$ cat config.mk
export PLATFORM = sky130hd
export DESIGN_NAME = branch_predictor_flat
export DESIGN_NICKNAME = d
export VERILOG_FILES = /design/src/rtl/branch_predictor_if.sv /design/src/rtl/branch_predictor.sv /design/src/flat_wrapper.sv
export SDC_FILE = /design/constraint.sdc
export NUM_CORES = 1
export LEC_CHECK = 0
export ABC_AREA = 1
export CORE_MARGIN = 3
export CORE_UTILIZATION = 45
export CTS_CLUSTER_DIAMETER = 40
export DETAILED_ROUTE_END_ITERATION = 10
export PLACE_DENSITY = 0.79
export SLEW_MARGIN = 20
export SYNTH_ARGS = -nofsm -noshare
export SYNTH_HDL_FRONTEND = slang
export SYNTH_SLANG_ARGS = --single-unit
$ cat constraint.sdc
create_clock -name clk -period 3.1 [get_ports clk]
set_input_delay 0.62 -clock clk [delete_from_list [all_inputs] [get_ports clk]]
set_output_delay 0.62 -clock clk [all_outputs]
set_load 0.05 [all_outputs]
$ cat src/rtl/branch_predictor_if.sv
// Fetch-lookup / execute-training bundle between the pipeline and the branch predictor.
// The predictor connects through the slave modport; the pipeline drives it through master.
interface branch_predictor_if;
    logic [31:0] pc_IF;
    logic        predict;
    logic        update_en;
    logic [31:0] pc_EX;
    logic        taken_EX;
    logic        predict_EX;
    logic [31:0] branch_cnt;
    logic [31:0] mispredict_cnt;

    modport master (
        output pc_IF, update_en, pc_EX, taken_EX, predict_EX,
        input  predict, branch_cnt, mispredict_cnt
    );

    modport slave (
        input  pc_IF, update_en, pc_EX, taken_EX, predict_EX,
        output predict, branch_cnt, mispredict_cnt
    );
endinterface

$ cat src/rtl/branch_predictor.sv
// Bimodal predictor: flop array of 2-bit saturating counters, combinational lookup on pc_IF.
// Define BP_STATS_EN to build the resolved-branch / misprediction counters; otherwise they read 0.
module branch_predictor #(
    parameter int         INDEX_BITS = 6,
    parameter logic [1:0] INIT_CNT   = 2'b01
) (
    input logic                clk,
    input logic                rst,
    branch_predictor_if.slave  bp
);
    localparam int ENTRIES = 1 << INDEX_BITS;

    logic [1:0]            table_q [ENTRIES];
    logic [INDEX_BITS-1:0] lookup_idx;
    logic [INDEX_BITS-1:0] upd_idx;
    logic [1:0]            upd_cnt_q;
    logic [1:0]            upd_cnt_d;

    assign lookup_idx = bp.pc_IF[INDEX_BITS+1:2];
    assign upd_idx    = bp.pc_EX[INDEX_BITS+1:2];
    assign upd_cnt_q  = table_q[upd_idx];

    // No bypass: same-index lookup sees the pre-update counter this cycle.
    assign bp.predict = table_q[lookup_idx][1];

    always_comb begin
        upd_cnt_d = upd_cnt_q;
        if (bp.taken_EX) begin
            if (upd_cnt_q != 2'b11) upd_cnt_d = upd_cnt_q + 2'd1;
        end else begin
            if (upd_cnt_q != 2'b00) upd_cnt_d = upd_cnt_q - 2'd1;
        end
    end

    always_ff @(posedge clk) begin
        if (rst) begin
            for (int i = 0; i < ENTRIES; i++) table_q[i] <= INIT_CNT;
        end else if (bp.update_en) begin
            table_q[upd_idx] <= upd_cnt_d;
        end
    end

`ifdef BP_STATS_EN
    logic [31:0] branch_cnt_q;
    logic [31:0] mispredict_cnt_q;

    always_ff @(posedge clk) begin
        if (rst) begin
            branch_cnt_q     <= 32'h0;
            mispredict_cnt_q <= 32'h0;
        end else if (bp.update_en) begin
            branch_cnt_q <= branch_cnt_q + 32'd1;
            if (bp.taken_EX != bp.predict_EX) mispredict_cnt_q <= mispredict_cnt_q + 32'd1;
        end
    end

    assign bp.branch_cnt     = branch_cnt_q;
    assign bp.mispredict_cnt = mispredict_cnt_q;

    logic unused_pc_bits;
    assign unused_pc_bits = ^{bp.pc_IF[31:INDEX_BITS+2], bp.pc_IF[1:0],
                              bp.pc_EX[31:INDEX_BITS+2], bp.pc_EX[1:0]};
`else
    assign bp.branch_cnt     = 32'h0;
    assign bp.mispredict_cnt = 32'h0;

    logic unused_pc_bits;
    assign unused_pc_bits = ^{bp.pc_IF[31:INDEX_BITS+2], bp.pc_IF[1:0],
                              bp.pc_EX[31:INDEX_BITS+2], bp.pc_EX[1:0], bp.predict_EX};
`endif

endmodule

$ cat src/flat_wrapper.sv
// flat-port wrapper written by rule: the top's interface ports become plain ports
module branch_predictor_flat 
#(
    parameter int         INDEX_BITS = 6,
    parameter logic [1:0] INIT_CNT   = 2'b01
)
  (clk, rst, bp_pc_IF, bp_update_en, bp_pc_EX, bp_taken_EX, bp_predict_EX, bp_predict, bp_branch_cnt, bp_mispredict_cnt);
  branch_predictor_if bp_i ();
  input logic clk;
  input logic rst;
  input wire logic [$bits(bp_i.pc_IF)-1:0] bp_pc_IF;
  input wire logic [$bits(bp_i.update_en)-1:0] bp_update_en;
  input wire logic [$bits(bp_i.pc_EX)-1:0] bp_pc_EX;
  input wire logic [$bits(bp_i.taken_EX)-1:0] bp_taken_EX;
  input wire logic [$bits(bp_i.predict_EX)-1:0] bp_predict_EX;
  output wire logic [$bits(bp_i.predict)-1:0] bp_predict;
  output wire logic [$bits(bp_i.branch_cnt)-1:0] bp_branch_cnt;
  output wire logic [$bits(bp_i.mispredict_cnt)-1:0] bp_mispredict_cnt;
  assign bp_i.pc_IF = bp_pc_IF;
  assign bp_i.update_en = bp_update_en;
  assign bp_i.pc_EX = bp_pc_EX;
  assign bp_i.taken_EX = bp_taken_EX;
  assign bp_i.predict_EX = bp_predict_EX;
  assign bp_predict = bp_i.predict;
  assign bp_branch_cnt = bp_i.branch_cnt;
  assign bp_mispredict_cnt = bp_i.mispredict_cnt;
  branch_predictor #(.INDEX_BITS(INDEX_BITS), .INIT_CNT(INIT_CNT)) u_core (.clk(clk), .rst(rst), .bp(bp_i));
endmodule
==> impl_metrics.tcl <==
set metrics [dict create \
    hold_violations 0 \
    io_buffers 16 \
    synth_most_common_cell "nand2_1" \
    start_kind "primary input" \
    routed_wl_um 21600 \
    async_reset_ff_share_pct 0 \
    fp.dieArea_um2 19600 \
    busiest_layer "met2" \
    firstDrtPassIters 6 \
    yosys.area_share.simple_pct 31.5 \
    crit_arrival_ps 2240 \
    grt_max_degree 65 \
    htree_levels 4 \
    drive_gt1_share_pct 8.39 \
    synth_compound_area_share_pct 5.34 \
    grtUsageTotal_pct 22.0 \
    grt_pass1_vias 6593 \
    root_buffer "clkbuf_16" \
    synth_top_family_by_area "simple AND/OR/NAND/NOR gates" \
    grt_util_met3_pct 5.05 \
    rsz0062_at_grt "no" \
    placed_cells 1300 \
    synth-xor-area-share_pct 0 \
    yosys-top-cells-area "edfxtp_1 48%, nand2_1 15%, nor2_1 8.6%" \
    synth_top_flop_cell "edfxtp_1" \
    worstPathCellList "dlymetal6s2s_1 > inv_1 > buf_12 > o21ai_0 > o22ai_1 > o211ai_1 > nand3_1 > nand3_1 > nand2_1 > buf_4" \
    ff2ff_path_depth 12 \
    holdPathStages 6 \
    grt-ovfl-total 0 \
    fin_cells 1333 \
    slew-limit-headroom_pct 48.2 \
    status "completed" \
    multi_input_area_um2 3220 \
    grt.met2_usage_pct 36.4 \
    io-pin-count 134 \
    synthTopCellsByCount "328 x nand2_1, 185 x nor2_1, 128 x edfxtp_1" \
    drtIter0Drc 983 \
    finalPower_mw 4.89 \
    muxShareOfSynthArea_pct 0 \
    worstMarginPinSlew_ps 776 \
    r2r_start "u_core.table_q[36][1]" \
    ir_drop_uv 398 \
    critPathMaxStageDelay_ps 280 \
    synth_seq_cells 128 \
    ant_nets 0 \
    syn_inst 1072 \
    post-route-min-period_ps 2860 \
    clk_pin_slew_worst_paths_ps 60 \
    synthesis.area_um2 8060 \
    syn_area_per_cell_um2 7.52 \
    drv_cap 0 \
    fmax_mhz 350 \
    cts_tree "built" \
    antenna_found_initial 0 \
    reg.largest.list "u_core.table_q x128" \
    finalClockSkew_ps 6.58 \
    cts_num_sinks 128 \
    drc 0 \
    start_util_pct 46.3 \
    viasPerCell 5.30 \
    grt_use_met1_pct 28.6 \
    antenna_cells 0 \
    chipHeight_um 140 \
    cts_buffer_depth 2 \
    crit_fanout 24 \
    wl_per_cell_um 16.2 \
    area.growth.synth_to_final_pct 13.4 \
    largest_reg_flops 128 \
    grt_pass1_wl_um 33800 \
    yosys.area_share.adder_pct 0 \
    slew_violations 0 \
    finalSetupViolations 0 \
    hp-start "bp_pc_EX[2]" \
    critical_path_class "in2out" \
    seqCellArea_um2 3840 \
    top_register "u_core.table_q" \
    power.leakage_nw 3.73 \
    ff2ff_setup_slack_ps 960 \
    fp.dieW_um 140 \
    end_kind "primary output" \
    gp_congestion 0.983 \
    synth.top_cell.area_share_pct 47.7 \
    dp_hpwl_um 14600 \
    startpoint "bp_pc_IF[2]" \
    cp_common_cell "nand3_1" \
    ys_seq_area_share_pct 47.7 \
    vias 7064 \
    fillers 1604 \
    core_area_um2 17400 \
    slowest_stage "o211ai_1" \
    yosysTopAreaCell "edfxtp_1" \
    cts_buffers 17 \
    yosysWarnings 0 \
    clock_latency_ps 430 \
    hp-class "in2reg" \
    power_density_nw_per_um2 535 \
    synth-edff-count 128 \
    yosysUniqueCellTypes 28 \
    fin_crit_sh_pct 92.1 \
    fin_nets 1164 \
    cts_setup_buffers 0 \
    cp_data_required_time_ps 2480 \
    rows 48 \
]
-- critical path, delay by kind of cell --
family | cells | cell delay [ps]
simple gates | 3 | 320
buf+inv | 4 | 790
compound gates | 3 | 520
-- report_power, final --
part	internal (mW)	switching (mW)	leakage, nW	total, mW
Clock	1.34	0.746	0.292	2.09
Sequential	1.94	0.0212	1.15	1.96
Combinational	0.229	0.610	2.29	0.839
-- layout by cell type, fill, tap and decap left out, types with 3 or more instances in the layout --
cell,netlist,layout
bufinv_16,0,4
o221ai_1,4,4
clkinv_4,0,3
inv_2,2,3
o22ai_1,4,4
clkbuf_16,0,18
conb_1,1,64
a21oi_1,8,8
o21ai_1,4,5
inv_1,113,112
nand3_1,104,104
or2_2,3,3
clkinv_2,0,3
nor2_1,185,185
edfxtp_1,128,128
clkdlybuf4s50_1,0,12
nand2_1,328,327
o21ai_0,38,37
clkinvlp_4,0,4
buf_12,0,16
buf_4,70,30
o211ai_1,16,16
-- final timing paths --
kind / end
max: bp_predict
min: u_core.table_q[30][0]
max reg2reg: u_core.table_q[26][1]
min reg2reg: u_core.table_q[8][0]
-- layout make-up --
cell class / instances / area share [%]
inverters: 115 / 4.72
clock inverters: 14 / 2.10
flip-flops and latches: 128 / 42.1
clock buffers: 18 / 4.70
multi-input cells: 769 / 35.2
repair buffers: 64 / 8.13
well taps: 225 / 3.08
-- timing repair --
action | 4_1_cts | 5_1_grt
hold buffers | 0 | 0
resized for setup | 0 | 5
setup endpoints to repair | 0 | 1
-- routing by layer --
layer  vias to the layer above  wire (um)
met5                         -          0
met4                         0        567
met3                        54       2120
met2                       388      10600
met1                      3283       8290
li1                       3339          -
-- stage by stage --
stage	setup TNS [ps]	setup slack (ps)	utilization (%)	hold slack, ps	area, um^2
3_5_place_dp	-9090	-122	48.7	1220	8480
4_1_cts	0	58.9	52.2	1130	9100
6_report	0	244	52.5	1160	9140
2_1_floorplan	0	667	-	917	8300
5_1_grt	0	126	52.5	1190	9140
3_3_place_gp	-8310	-108	48.7	1210	8480
-- cell families (layout without fill, tap and decap cells) --
group,Yosys count,count (layout)
other,1,64
buffers and inverters,238,211
AND/OR/NAND/NOR,631,631
AO/OA/AOI/OAI,74,74
flip-flops,128,128
Note: power is estimated with default switching activity, not from simulation.
